File: src/rtl/serial_pkg.sv
// Shared types and helpers for the counter-gated serial transmitter.
package serial_pkg;

    localparam int unsigned DATA_W = 8;
    localparam int unsigned CNT_W  = 4;

    typedef enum logic [1:0] {
        IDLE  = 2'd0,
        SHIFT = 2'd1,
        DONE  = 2'd2
    } tx_state_t;

    // Effective frame length: 0 means a full byte, anything above a byte is clamped.
    function automatic logic [CNT_W-1:0] eff_len(input logic [CNT_W-1:0] len);
        logic [CNT_W-1:0] res;
        if ((len == '0) || (len > CNT_W'(DATA_W))) begin
            res = CNT_W'(DATA_W);
        end else begin
            res = len;
        end
        return res;
    endfunction

endpackage : serial_pkg

File: src/rtl/bit_down_counter.sv
// Loadable down-counter that tracks how many bits of the frame remain.
module bit_down_counter #(
    parameter int unsigned CNT_W = 4
) (
    input  logic             clk,
    input  logic             rst,
    input  logic             load,
    input  logic             en,
    input  logic [CNT_W-1:0] init,
    output logic             last
);

    logic [CNT_W-1:0] cnt_q;
    logic [CNT_W-1:0] cnt_d;

    // Load has priority over counting; the counter never wraps below zero.
    always_comb begin
        cnt_d = cnt_q;
        if (load) begin
            cnt_d = init;
        end else if (en && (cnt_q != '0)) begin
            cnt_d = cnt_q - CNT_W'(1);
        end
    end

    // Count register with synchronous clear.
    always_ff @(posedge clk) begin
        if (rst) begin
            cnt_q <= '0;
        end else begin
            cnt_q <= cnt_d;
        end
    end

    assign last = (cnt_q == CNT_W'(1));

endmodule : bit_down_counter

File: src/rtl/serial_tx_8_bit.sv
// MSB-first parallel-to-serial transmitter with start/ready/done handshake.
module serial_tx_8_bit #(
    parameter int unsigned WIDTH = 8,
    parameter int unsigned CNT_W = 4
) (
    input  logic             clk,
    input  logic             rst,
    input  logic             start,
    input  logic             en,
    input  logic [WIDTH-1:0] din,
    input  logic [CNT_W-1:0] len,
    output logic             so,
    output logic             busy,
    output logic             ready,
    output logic             done
);

    serial_pkg::tx_state_t state_q;
    serial_pkg::tx_state_t state_d;

    logic [WIDTH-1:0] sr_q;
    logic [WIDTH-1:0] sr_d;

    logic             load_c;
    logic             shift_c;
    logic             cnt_last;
    logic [CNT_W-1:0] len_eff_c;

    assign len_eff_c = serial_pkg::eff_len(len);

    // Next-state and datapath control; en only gates progress while shifting.
    always_comb begin
        state_d = state_q;
        sr_d    = sr_q;
        load_c  = 1'b0;
        shift_c = 1'b0;
        case (state_q)
            serial_pkg::IDLE: begin
                if (start) begin
                    load_c  = 1'b1;
                    sr_d    = din;
                    state_d = serial_pkg::SHIFT;
                end
            end
            serial_pkg::SHIFT: begin
                if (en) begin
                    shift_c = 1'b1;
                    sr_d    = {sr_q[WIDTH-2:0], 1'b0};
                    if (cnt_last) begin
                        state_d = serial_pkg::DONE;
                    end
                end
            end
            serial_pkg::DONE: begin
                state_d = serial_pkg::IDLE;
            end
            default: begin
                state_d = serial_pkg::IDLE;
            end
        endcase
    end

    // State register; reset abandons any frame in flight.
    always_ff @(posedge clk) begin
        if (rst) begin
            state_q <= serial_pkg::IDLE;
        end else begin
            state_q <= state_d;
        end
    end

    // Shift register holding the not-yet-sent bits, current bit at the top.
    always_ff @(posedge clk) begin
        if (rst) begin
            sr_q <= '0;
        end else begin
            sr_q <= sr_d;
        end
    end

    bit_down_counter #(
        .CNT_W (CNT_W)
    ) u_bit_cnt (
        .clk  (clk),
        .rst  (rst),
        .load (load_c),
        .en   (shift_c),
        .init (len_eff_c),
        .last (cnt_last)
    );

    // Handshake flags decode straight from the state register.
    assign busy  = (state_q == serial_pkg::SHIFT);
    assign ready = (state_q == serial_pkg::IDLE);
    assign done  = (state_q == serial_pkg::DONE);
    assign so    = busy & sr_q[WIDTH-1];

endmodule : serial_tx_8_bit

File: config.mk
export PLATFORM = sky130hd
export DESIGN_NAME = serial_tx_8_bit
export DESIGN_NICKNAME = d
export VERILOG_FILES = /design/src/rtl/serial_pkg.sv /design/src/rtl/bit_down_counter.sv /design/src/rtl/serial_tx_8_bit.sv
export SDC_FILE = /design/constraint.sdc
export NUM_CORES = 1
export LEC_CHECK = 0
export CAP_MARGIN = 30
export CORE_MARGIN = 1.5
export CORE_UTILIZATION = 42
export DETAILED_ROUTE_END_ITERATION = 8
export GPL_ROUTABILITY_DRIVEN = 0
export PLACE_DENSITY = 0.73
export RECOVER_POWER = 50
export SLEW_MARGIN = 40
export SYNTH_ARGS = -nofsm -noshare
export SYNTH_HDL_FRONTEND = slang
export SYNTH_HIERARCHICAL = 1
export SYNTH_SLANG_ARGS = --single-unit
File: constraint.sdc
create_clock -name clk -period 1.6 [get_ports clk]
set_input_delay 0.16 -clock clk [delete_from_list [all_inputs] [get_ports clk]]
set_output_delay 0.16 -clock clk [all_outputs]
set_load 0.02 [all_outputs]
==> impl_metrics.json <==
{
  "cts.sink_count": 14,
  "drt-total-wl_um": 2170,
  "synthXorXnorAreaFrac_pct": 0,
  "synth_area_in_adders_pct": 3.11,
  "routed.top_layer": "met4",
  "setup_violations": 1,
  "p_total_mw": 0.944,
  "skew_ns": 0.00552,
  "cts_hold_buffers": 0,
  "via_count_of_the_first_global_routing_pass": 759,
  "grt_use_total_pct": 20.9,
  "power.density_cell_area_nw_per_um2": 786,
  "post_synth.cell_area_avg_um2": 8.95,
  "yosys_warnings": 6,
  "timing.hold.ws_ns": 0.477,
  "synth_top_family_by_area": "simple AND/OR/NAND/NOR gates",
  "preCtsSetupSlack_ns": -0.123,
  "timing.final.ws_setup_ns": -0.00617,
  "area_delta_synth_final_pct": 49.1,
  "placed_area_um2": 1100,
  "drc": 0,
  "antenna_cells_inserted": 0,
  "portBuffers": 19,
  "num-nets-final": 146,
  "min_to": "sr_q[7]",
  "synth.area.mux_share_pct": 1.24,
  "crit_path_max_fanout": 6,
  "result_of_the_run": "complete, but fails checks",
  "wl_per_cell_um": 14.3,
  "floorplan.die_area_um2": 2190,
  "post-route-period-util_pct": 100,
  "finish.instance_area_um2": 1200,
  "ir_worst_vdd_v": 0.000524,
  "clkTransAtPathRegs_ns": 0.10,
  "avgViaCountPerCell": 5.34,
  "detail_route.wirelength.met1_um": 934,
  "final_design_utilization_pct": 68.1,
  "core.rowCount": 15,
  "synth_compound_area_share_pct": 25.6,
  "drt-initial-drc-count": 30,
  "synth.cell_area_um2": 806,
  "rsz0062_at_grt": "yes",
  "count_of_flip_flops_with_a_built_in_enable_after_synthesis": 0,
  "dp.cells": 142,
  "die_width_um": 46.8,
  "crit_path_start_kind": "flop",
  "rr_worst_depth": 5,
  "setup.worst_path.end_class": "flop",
  "holdCritStartpoint": "sr_q[7]",
  "setup_tns_ns": -0.00617,
  "rrSetupSlack_ns": -0.006,
  "maxCapViolations": 0,
  "min-delay-path-class": "reg -> reg",
  "tritoncts": "done",
  "worst-setup-path-type": "reg -> reg",
  "ordered_cell_list_for_the_critical_path": "inv_2 > ha_4 > or3b_4 > a2111oi_1 > or3_1",
  "crit_slowest_cell": "sky130_fd_sc_hd__or3b_4",
  "start_util_pct": 45.7,
  "grt_first_pass_wirelength_um": 3210,
  "clock_insertion_delay_worst_skew_ns": 0.29,
  "number_of_antenna_violations_at_the_first_check_in_global_routing": 0,
  "synthFlopType": "sky130_fd_sc_hd__dfxtp_1",
  "drt_pass1_iterations": 4,
  "synth-async-reset-ratio_pct": 0,
  "wl_met2_um": 1130,
  "worst_slew_margin_rel_pct": 72.7,
  "synthSimpleGateAreaFrac_pct": 28.3,
  "netlist-cell-type-count": 33,
  "share_of_layout_cells_above_drive_strength_1_pct": 34.6,
  "grt_remaining_overflow": 0,
  "h-tree-depth": 1,
  "dr_total_vias": 811,
  "floorplan.core_area_um2": 1760,
  "hpwl_um": 1480,
  "fmax_ghz": 0.623,
  "grt_start_max_net_pins": 11,
  "max_slew.worst_pin.slew_ns": 0.409,
  "cts-buffers-inserted": 3,
  "final-hold-violation-count": 0,
  "final_max_slew_viol_count": 0,
  "min_delay_path_depth": 1,
  "timing.final.crit_period_ns": 1.61,
  "boundaryPins": 20,
  "power.leakage_nw": 0.521,
  "synth_sequential_area_ratio_pct": 34.8,
  "yosys_register_bits": 14,
  "slowest_delay_ns": 0.42,
  "endpoint_required_time_on_the_critical_path_ns": 1.84,
  "mappedNetlistNets": 108,
  "clockRootBuffer": "sky130_fd_sc_hd__clkbuf_4",
  "wl_met3_um": 74,
  "worstReg2RegStart": "u_bit_cnt/cnt_q[0]",
  "syn_inst": 90,
  "failed_checks": "setup timing",
  "instances_no_fill": 152,
  "cts-root-to-sink-buffers": 2,
  "postRouteAntennaNets": 0,
  "critical_path.reg2reg.endpoint": "u_bit_cnt/cnt_q[0]",
  "chipHeight_um": 46.8,
  "data_arrival_critical_path_ns": 1.84
}
==> state kept, by name, summed over array words and instances (netlist names) <==
register,flops
sr_q,8
state_q,2
u_bit_cnt/cnt_q,4
==> repair_timing <==
action | CTS | global route
cloned | 0 | 0
endpoints found under the setup margin | 6 | 4
pin swaps | 1 | 4
hold endpoints to repair | 0 | 0
buffers inserted | 1 | 5
resized for setup | 6 | 8
==> layout make-up <==
type | count | area [µm²]
inverters | 11 | 41.3
repair buffers | 36 | 313
multi-input cells | 62 | 494
well taps | 25 | 31.3
flip-flops and latches | 14 | 285
fillers | 163 | 563
clock buffers | 4 | 36.3
==> cells in the final DEF, fill, tap and decap left out, drive strengths merged, types with 2 or more instances in the layout <==
cell	synthesis	routed
buf	1	17
clkdlybuf4s50	0	15
dfxtp	14	14
inv	11	11
nor2b	9	9
a21oi	8	8
o221a	6	6
nor2	5	5
nor3	5	5
nand2	5	5
dlygate4sd2	0	4
nor3b	4	4
clkbuf	2	4
a2111oi	3	3
ha	2	2
==> per-layer routing <==
| layer | global-route usage (%) | vias to the layer above |
|---|---|---|
| met5 | 0 | - |
| li1 | - | 403 |
| met2 | 37.3 | 19 |
| met1 | 23.5 | 385 |
| met3 | 6.92 | 4 |
| met4 | 6.67 | 0 |
==> synth_stat cells, types with 2 or more instances <==
| cell type | instances | area, µm² |
|---|---|---|
| sky130_fd_sc_hd__nand2_1 | 4 | 15.0 |
| sky130_fd_sc_hd__nor2_1 | 4 | 15.0 |
| sky130_fd_sc_hd__a2111oi_2 | 2 | 30.0 |
| sky130_fd_sc_hd__dfxtp_1 | 14 | 280 |
| sky130_fd_sc_hd__nor3_1 | 5 | 25.0 |
| sky130_fd_sc_hd__clkbuf_1 | 2 | 7.51 |
| sky130_fd_sc_hd__nor2b_1 | 8 | 50.1 |
| sky130_fd_sc_hd__a21oi_1 | 8 | 40.0 |
| sky130_fd_sc_hd__o221a_2 | 6 | 67.6 |
| sky130_fd_sc_hd__inv_1 | 11 | 41.3 |
| sky130_fd_sc_hd__nor3b_1 | 3 | 22.5 |
| sky130_fd_sc_hd__ha_1 | 2 | 25.0 |
==> worst max-delay path, delay by kind of cell (launching register included) <==
kind / cells / cell delay, ns
buffers and inverters: 1 / 0.07
flip-flops: 1 / 0.34
AND/OR/NAND/NOR: 2 / 0.59
AO/OA/AOI/OAI: 1 / 0.42
adder cells (fa/ha/maj): 1 / 0.13
==> report_power, final <==
group          total, mW  internal (mW)  leakage (nW)  switching (mW)
clock              0.267          0.139        0.0210           0.128
combinational      0.272          0.151         0.383           0.121
sequential         0.406          0.381         0.117          0.0250
==> kinds of logic (layout without fill, tap and decap cells) <==
kind of cell / count (synthesis) / after routing
simple gates: 35 / 35
compound gates: 24 / 24
flops: 14 / 14
buf+inv: 14 / 51
fa+ha+maj: 2 / 2
mux: 1 / 1
==> worst max path at each step <==
stage	from	to	slack, ns	depth (start not counted)
floorplan	state_q[0]	u_bit_cnt/cnt_q[0]	0.004	6
global placement	start	u_bit_cnt/cnt_q[0]	-0.06	5
detailed placement	start	u_bit_cnt/cnt_q[0]	-0.12	5
CTS	state_q[0]	so	0.005	3
global route	u_bit_cnt/cnt_q[0]	u_bit_cnt/cnt_q[0]	-0.16	5
finish	u_bit_cnt/cnt_q[0]	u_bit_cnt/cnt_q[0]	-0.006	5
Power figures use the tool's default switching activity.
